**config.mk**
```make
export PLATFORM = sky130hd
export DESIGN_NAME = matrix_operand_loader
export DESIGN_NICKNAME = d
export VERILOG_FILES = /design/src/rtl/matrix_operand_loader.sv
export SDC_FILE = /design/constraint.sdc
export NUM_CORES = 1
export LEC_CHECK = 0
export CAP_MARGIN = 25
export CORE_ASPECT_RATIO = 0.7
export CORE_MARGIN = 2
export CORE_UTILIZATION = 44
export CTS_BUF_LIST = sky130_fd_sc_hd__clkbuf_16
export CTS_CLUSTER_SIZE = 16
export DETAILED_ROUTE_END_ITERATION = 8
export GPL_ROUTABILITY_DRIVEN = 0
export PLACE_DENSITY = 0.82
export SLEW_MARGIN = 10
export SYNTH_ARGS = -nofsm -noshare
export SYNTH_HDL_FRONTEND = slang
export SYNTH_SLANG_ARGS = --single-unit
```
**constraint.sdc**
```tcl
create_clock -name clk -period 5.1 [get_ports clk]
set_input_delay 1.02 -clock clk [delete_from_list [all_inputs] [get_ports clk]]
set_output_delay 1.02 -clock clk [all_outputs]
set_load 0.02 [all_outputs]
```
**src/rtl/matrix_operand_loader.sv**
```systemverilog
// matrix_operand_loader: byte-serial loader that assembles 3x3 operands A/B and fires the multiplier enable.
// Define MATRIX_LOADER_CKSUM_EN to require a trailing XOR checksum byte per frame.
module matrix_operand_loader #(
    parameter int ENABLE_CYCLES = 2
) (
    input  logic        clk,
    input  logic        rst,
    input  logic        clear,
    input  logic [7:0]  in_data,
    input  logic        in_valid,
    output logic        in_ready,
    output logic [71:0] A,
    output logic [71:0] B,
    output logic        enable_multiplication,
    output logic        frame_done,
    output logic        cksum_err
);
    typedef enum logic [1:0] {
        LOAD_A,
        LOAD_B,
`ifdef MATRIX_LOADER_CKSUM_EN
        LOAD_CK,
`endif
        FIRE
    } state_t;
    localparam logic [3:0] CNT_LOAD = 4'(ENABLE_CYCLES - 1);
    state_t state, state_n;
    logic [3:0] idx, cnt;
    logic accept, last;
    assign accept = in_valid && in_ready && !clear;
    assign last = idx == 4'd8;
`ifdef MATRIX_LOADER_CKSUM_EN
    logic [7:0] acc;
    logic ck_ok;
    assign ck_ok = in_data == acc;
`endif
    always_ff @(posedge clk or posedge rst) begin
        if (rst) state <= LOAD_A;
        else state <= state_n;
    end
    always_comb begin
        state_n = state;
        if (clear) state_n = LOAD_A;
        else case (state)
            LOAD_A:  state_n = accept && last ? LOAD_B : LOAD_A;
`ifdef MATRIX_LOADER_CKSUM_EN
            LOAD_B:  state_n = accept && last ? LOAD_CK : LOAD_B;
            LOAD_CK: state_n = !accept ? LOAD_CK : ck_ok ? FIRE : LOAD_A;
`else
            LOAD_B:  state_n = accept && last ? FIRE : LOAD_B;
`endif
            FIRE:    state_n = cnt == 4'd0 ? LOAD_A : FIRE;
            default: state_n = LOAD_A;
        endcase
    end
    always_comb begin
        in_ready = !rst && state != FIRE;
    end
    // cnt idles at ENABLE_CYCLES-1 so it is already loaded on the edge that enters FIRE
    always_ff @(posedge clk or posedge rst) begin
        if (rst) begin
            idx <= '0;
            cnt <= '0;
            A <= '0;
            B <= '0;
            enable_multiplication <= 1'b0;
            frame_done <= 1'b0;
        end else begin
            idx <= (clear || state_n != state) ? 4'd0 : accept ? idx + 4'd1 : idx;
            cnt <= state == FIRE ? cnt - 4'd1 : CNT_LOAD;
            if (accept && state == LOAD_A) A[{idx, 3'b000} +: 8] <= in_data;
            if (accept && state == LOAD_B) B[{idx, 3'b000} +: 8] <= in_data;
            enable_multiplication <= state_n == FIRE;
            frame_done <= !clear && state == FIRE && cnt == 4'd0;
        end
    end
`ifdef MATRIX_LOADER_CKSUM_EN
    always_ff @(posedge clk or posedge rst) begin
        if (rst) begin
            acc <= '0;
            cksum_err <= 1'b0;
        end else begin
            acc <= (clear || (accept && state == LOAD_CK)) ? 8'd0 : accept ? acc ^ in_data : acc;
            cksum_err <= accept && state == LOAD_CK && !ck_ok;
        end
    end
`else
    assign cksum_err = 1'b0;
`endif
endmodule

```
# Word level (Yosys, flattened, before mapping)
# Cells that the tools add are included.
# totals
wordCells,42
regBits,156
input_bits,12
out_inout_bits,148
# classes
n_reduce_logical,14
eq_ne,6
addsub,3
shift,2
n_mux,10
# ops
operator,count
$bwmux 72,2
$shift 8x9->72 const A,1
$shiftx 8x9->72,1
$mux 4,3
$neg 7->9,1
$logic_and 1x1->1,8
$mux 2,3
$pmux 2 s3,1
$add 4x1->4 const B,1
$eq 2x2->1 const B,2
$eq 4x4->1 const B,1
$logic_not 4->1,1
$sub 4x1->4 const B,1
$eq 2x1->1 const B,1
$logic_not 1->1,2
$logic_not 2->1,1
$ne 2x2->1,1
$ne 2x2->1 const B,1
$reduce_bool 2->1,1
$logic_or 1x1->1,1
$mux 1,1

# Longest topological paths before layout
# logic_depth
word_depth,11
ltp_mapped,8
ltp_nobuf,6

# Least setup slack after synthesis
# Ideal clock, no wire load.
# synth_timing
kind,input to register
start,in clear
end,reg A[0]
path_slack_ns,2.417
path_stages,7
n_path_buf,3
setup_ns,0.125
t_required_ns,4.975
arrival_time_ns,2.558
cell_sequence,buf_2 > nor4b_4 > and2_1 > buf_4 > and3_1 > buf_2 > mux2_2
# synth_between
elab_chain_len,3
# synth_rtl
element,line,rtl
from (decl),8,"input logic clear,"
$logic_not 1->1,30,assign accept = in_valid && in_ready && !clear;
$logic_and 1x1->1,30,
$logic_and 1x1->1,71,"if (accept && state == LOAD_A) A[{idx, 3'b000} +: 8] <= in_data;"
"to (signal, indexed assignment)",71,
to (decl),12,"output logic [71:0] A,"
# Every way passes these cells.
# A chain may end at the register's enable or synchronous reset.

# Worst setup path after layout
# layout_timing
start,in rst
end,out in_ready
# layout_between
elab_chain_len,2
# layout_rtl
element,line,rtl
from (decl),7,"input logic rst,"
$logic_not 1->1 (no source line),-,
$logic_and 1x1->1,57,in_ready = !rst && state != FIRE;
to (decl),11,"output logic in_ready,"
# Every way passes these cells.

==> flow_summary_export.csv <==
group,metric,value,unit
pwr,p_int,2.04,mW
global_route,grt_overflow,0,
sta,slew_headroom,39.7,%
clock_tree,clkLatencyLatePin,0.41,ns
detailed_routing,drc,0,
pwr,share_comb_of_total_power,6.7,%
clock_tree,cts_setup_buffers,0,
critical_path,startpoint_type,"input pin",
pwr,p_sw,0.608,mW
sta,timing.fmax,296,MHz
synthesis,syn-num-nets,443,
placement,numPortBuffers,158,
sta,finalCritPeriodShare,66.1,%
global_route,grt_pass1_wl,25600,µm
pwr,clkPwrFrac,45.0,%
pwr,swShare,23.0,%
clock_tree,path_clk_slew,0.05,ns
global_route,antenna_found_initial,0,
clock_tree,cts_buffers,17,
final_layout,fin_util,61.7,%
placement,dp.final_hpwl,10800,µm
sta,tns,0,ns
clock_tree,cts_sinks,156,
clock_tree,cts_tree,"done",
detailed_routing,drtIter0Drc,163,
synthesis,async_reset_ff_share,100,%
clock_tree,cts-root-buf,"clkbuf_16",
detailed_routing,ant_nets,0,
pwr,finalPower,2.64,mW
sta,skew,0.00840,ns
sta,worst_pin_slew,0.902,ns
pwr,p_leak,4.09,nW
synthesis,ys_ff_latch,156,
sta,hold_violations,0,
sta,finalCriticalPeriod,3.37,ns
status,outcome,"completed",
final_layout,drive_above_1_share,32.0,%
detailed_routing,drt_first_pass_iters,4,
global_route,grt_max_degree,157,
synthesis,syn-cell-area,6370,µm²
pwr,p_seq_share,48.3,%
detailed_routing,wl,16200,µm
sta,setup_viol,0,
final_layout,area_delta_synth_final,36.1,%
critical_path,cp.arrival,2.35,ns
synthesis,synth_seq_area_share,61.2,%
die,initial_core_util,45.4,%
global_route,grt_use_total,21.8,%
die,core-area,14100,µm²
hold_path,hold_class,"flop to flop",
clock_tree,cts_hold_buf,0,
critical_path,setup.worst_path.end_class,"primary output",
flow_run,cap_violations,0,
synthesis,synth-edff-count,0,
clock_tree,cts.path.max_buffers,2,
die,dieWidth,148,µm
die,ios,160,
synthesis,synth-main-ff-cell,"dfrtp_1",
critical_path,required,4.08,ns
sta,rsz0062_at_grt,"false",
pwr,power_density,305,nW/µm²
detailed_routing,vias,4099,
sta,slew_viol_final,0,
global_route,grt_pass1_vias,4366,
final_layout,fin_nets,602,
synthesis,netlist_instances,425,
pwr,ir_worst_vdd,0.237,mV
clock_tree,cts_resized,0,
synthesis,syn_avg_cell_area,15.0,µm²
critical_path,crit_type,"input pin to primary output",
die,die_height,105,µm
critical_path,cp_max_fo,4,
die,dieArea,15500,µm²
synthesis,ys_types,41,
die,num_rows,36,
detailed_routing,wl_per_cell,20.6,µm
synthesis,ys_warn_count,0,
final_layout,n_antenna_cell,0,
clock_tree,cts_htree_levels,4,
detailed_routing,vias_per_cell,5.21,
[worst paths after layout]
check	start	slack [ns]	depth (start not counted)	end
max reg2reg	idx[0]	2.13	6	B[53]
min in group asynchronous	rst	1.37	3	frame_done
min reg2reg	cnt[0]	0.46	1	cnt[0]
max in group asynchronous	rst	3.09	3	B[61]
max	rst	1.73	3	in_ready
min	cnt[0]	0.46	1	cnt[0]
[cells in the mapped netlist, types with 2 or more instances]
master,count,area share [%]
mux2_2,144,25
and2_1,10,0.98
nand3_1,6,0.47
nor2_1,10,0.59
dfrtp_1,156,61
nand2_1,5,0.29
buf_2,3,0.24
nor2b_1,3,0.29
clkbuf_1,12,0.71
nand2b_1,2,0.20
nor3_4,2,0.51
nand3_2,3,0.47
buf_6,2,0.35
ha_1,6,1.2
inv_1,6,0.35
nor2_2,8,0.79
buf_4,2,0.24
nor3_1,7,0.55
nand4_1,3,0.29
and3_1,10,0.98
xnor2_1,4,0.55
xor2_1,2,0.27
[logic make-up after synthesis]
family / count (synthesis) / share of synthesized area [%]
DFF: 156 / 61.2
muxes: 145 / 25.6
and+or+nand+nor: 79 / 8.07
buffers and inverters: 25 / 1.88
AOI/OAI and AO/OA: 7 / 1.14
adders and majority gates: 6 / 1.18
xor gates and xnor gates: 6 / 0.824
other: 1 / 0.0588
[placed cells by master (no fill, tap or decap), types with 7 or more instances in the layout]
master / instances
and3_1: 10
clkbuf_16: 17
nor2_2: 8
nor3_1: 7
dfrtp_1: 156
and2_1: 10
mux2_2: 144
nor2_1: 10
clkdlybuf4s50_1: 158
[flip-flops by register name (all words and copies together), names as in the netlist]
signal	flops
A	72
B	72
cnt	4
enable_multiplication	1
frame_done	1
idx	4
state	2
[cell type report]
| class | instances | area, µm² |
|---|---|---|
| fill | 1076 | 5380 |
| sequential | 156 | 3900 |
| multi-input combinational | 244 | 2350 |
| timing repair buffer | 159 | 1600 |
| clock buffer | 17 | 425 |
| tap | 190 | 238 |
| clock inverter | 15 | 130 |
| inverter | 6 | 26.3 |
[stage by stage]
stage | setup WS (ns) | hold slack [ns] | cells | instance area [µm²]
after floorplan | 2.11 | 0.429 | 425 | 6380
after global placement | 1.64 | 0.454 | 755 | 8120
after detailed placement | 1.48 | 0.454 | 755 | 8120
after CTS | 1.73 | 0.459 | 787 | 8670
after global routing | 1.68 | 0.480 | 787 | 8670
final | 1.73 | 0.457 | 787 | 8670
[worst max-delay path, cell delays in order]
cell             delay (ns)
clkdlybuf4s50_1        0.55
nor2_1                 0.16
clkdlybuf4s50_1        0.61
[routing by layer]
| metal | up-vias | share of wire, % | track usage, % |
|---|---|---|---|
| li1 | 1826 | - | - |
| met1 | 2126 | 45 | 29.4 |
| met2 | 139 | 46 | 33.8 |
| met3 | 8 | 8.5 | 8.73 |
| met4 | 0 | 0.36 | 4.29 |
| met5 | - | 0 | 0 |
[power by group through the flow]
stage                     combinational (mW)  sequential, mW  clock (mW)
after floorplan                       0.0668            1.32           0
after global placement                 0.175            1.29           0
after detailed placement               0.179            1.30           0
after CTS                              0.180            1.28        1.21
after global routing                   0.191            1.28        1.27
final                                  0.177            1.28        1.19
Note: power is estimated with default switching activity, not from simulation.
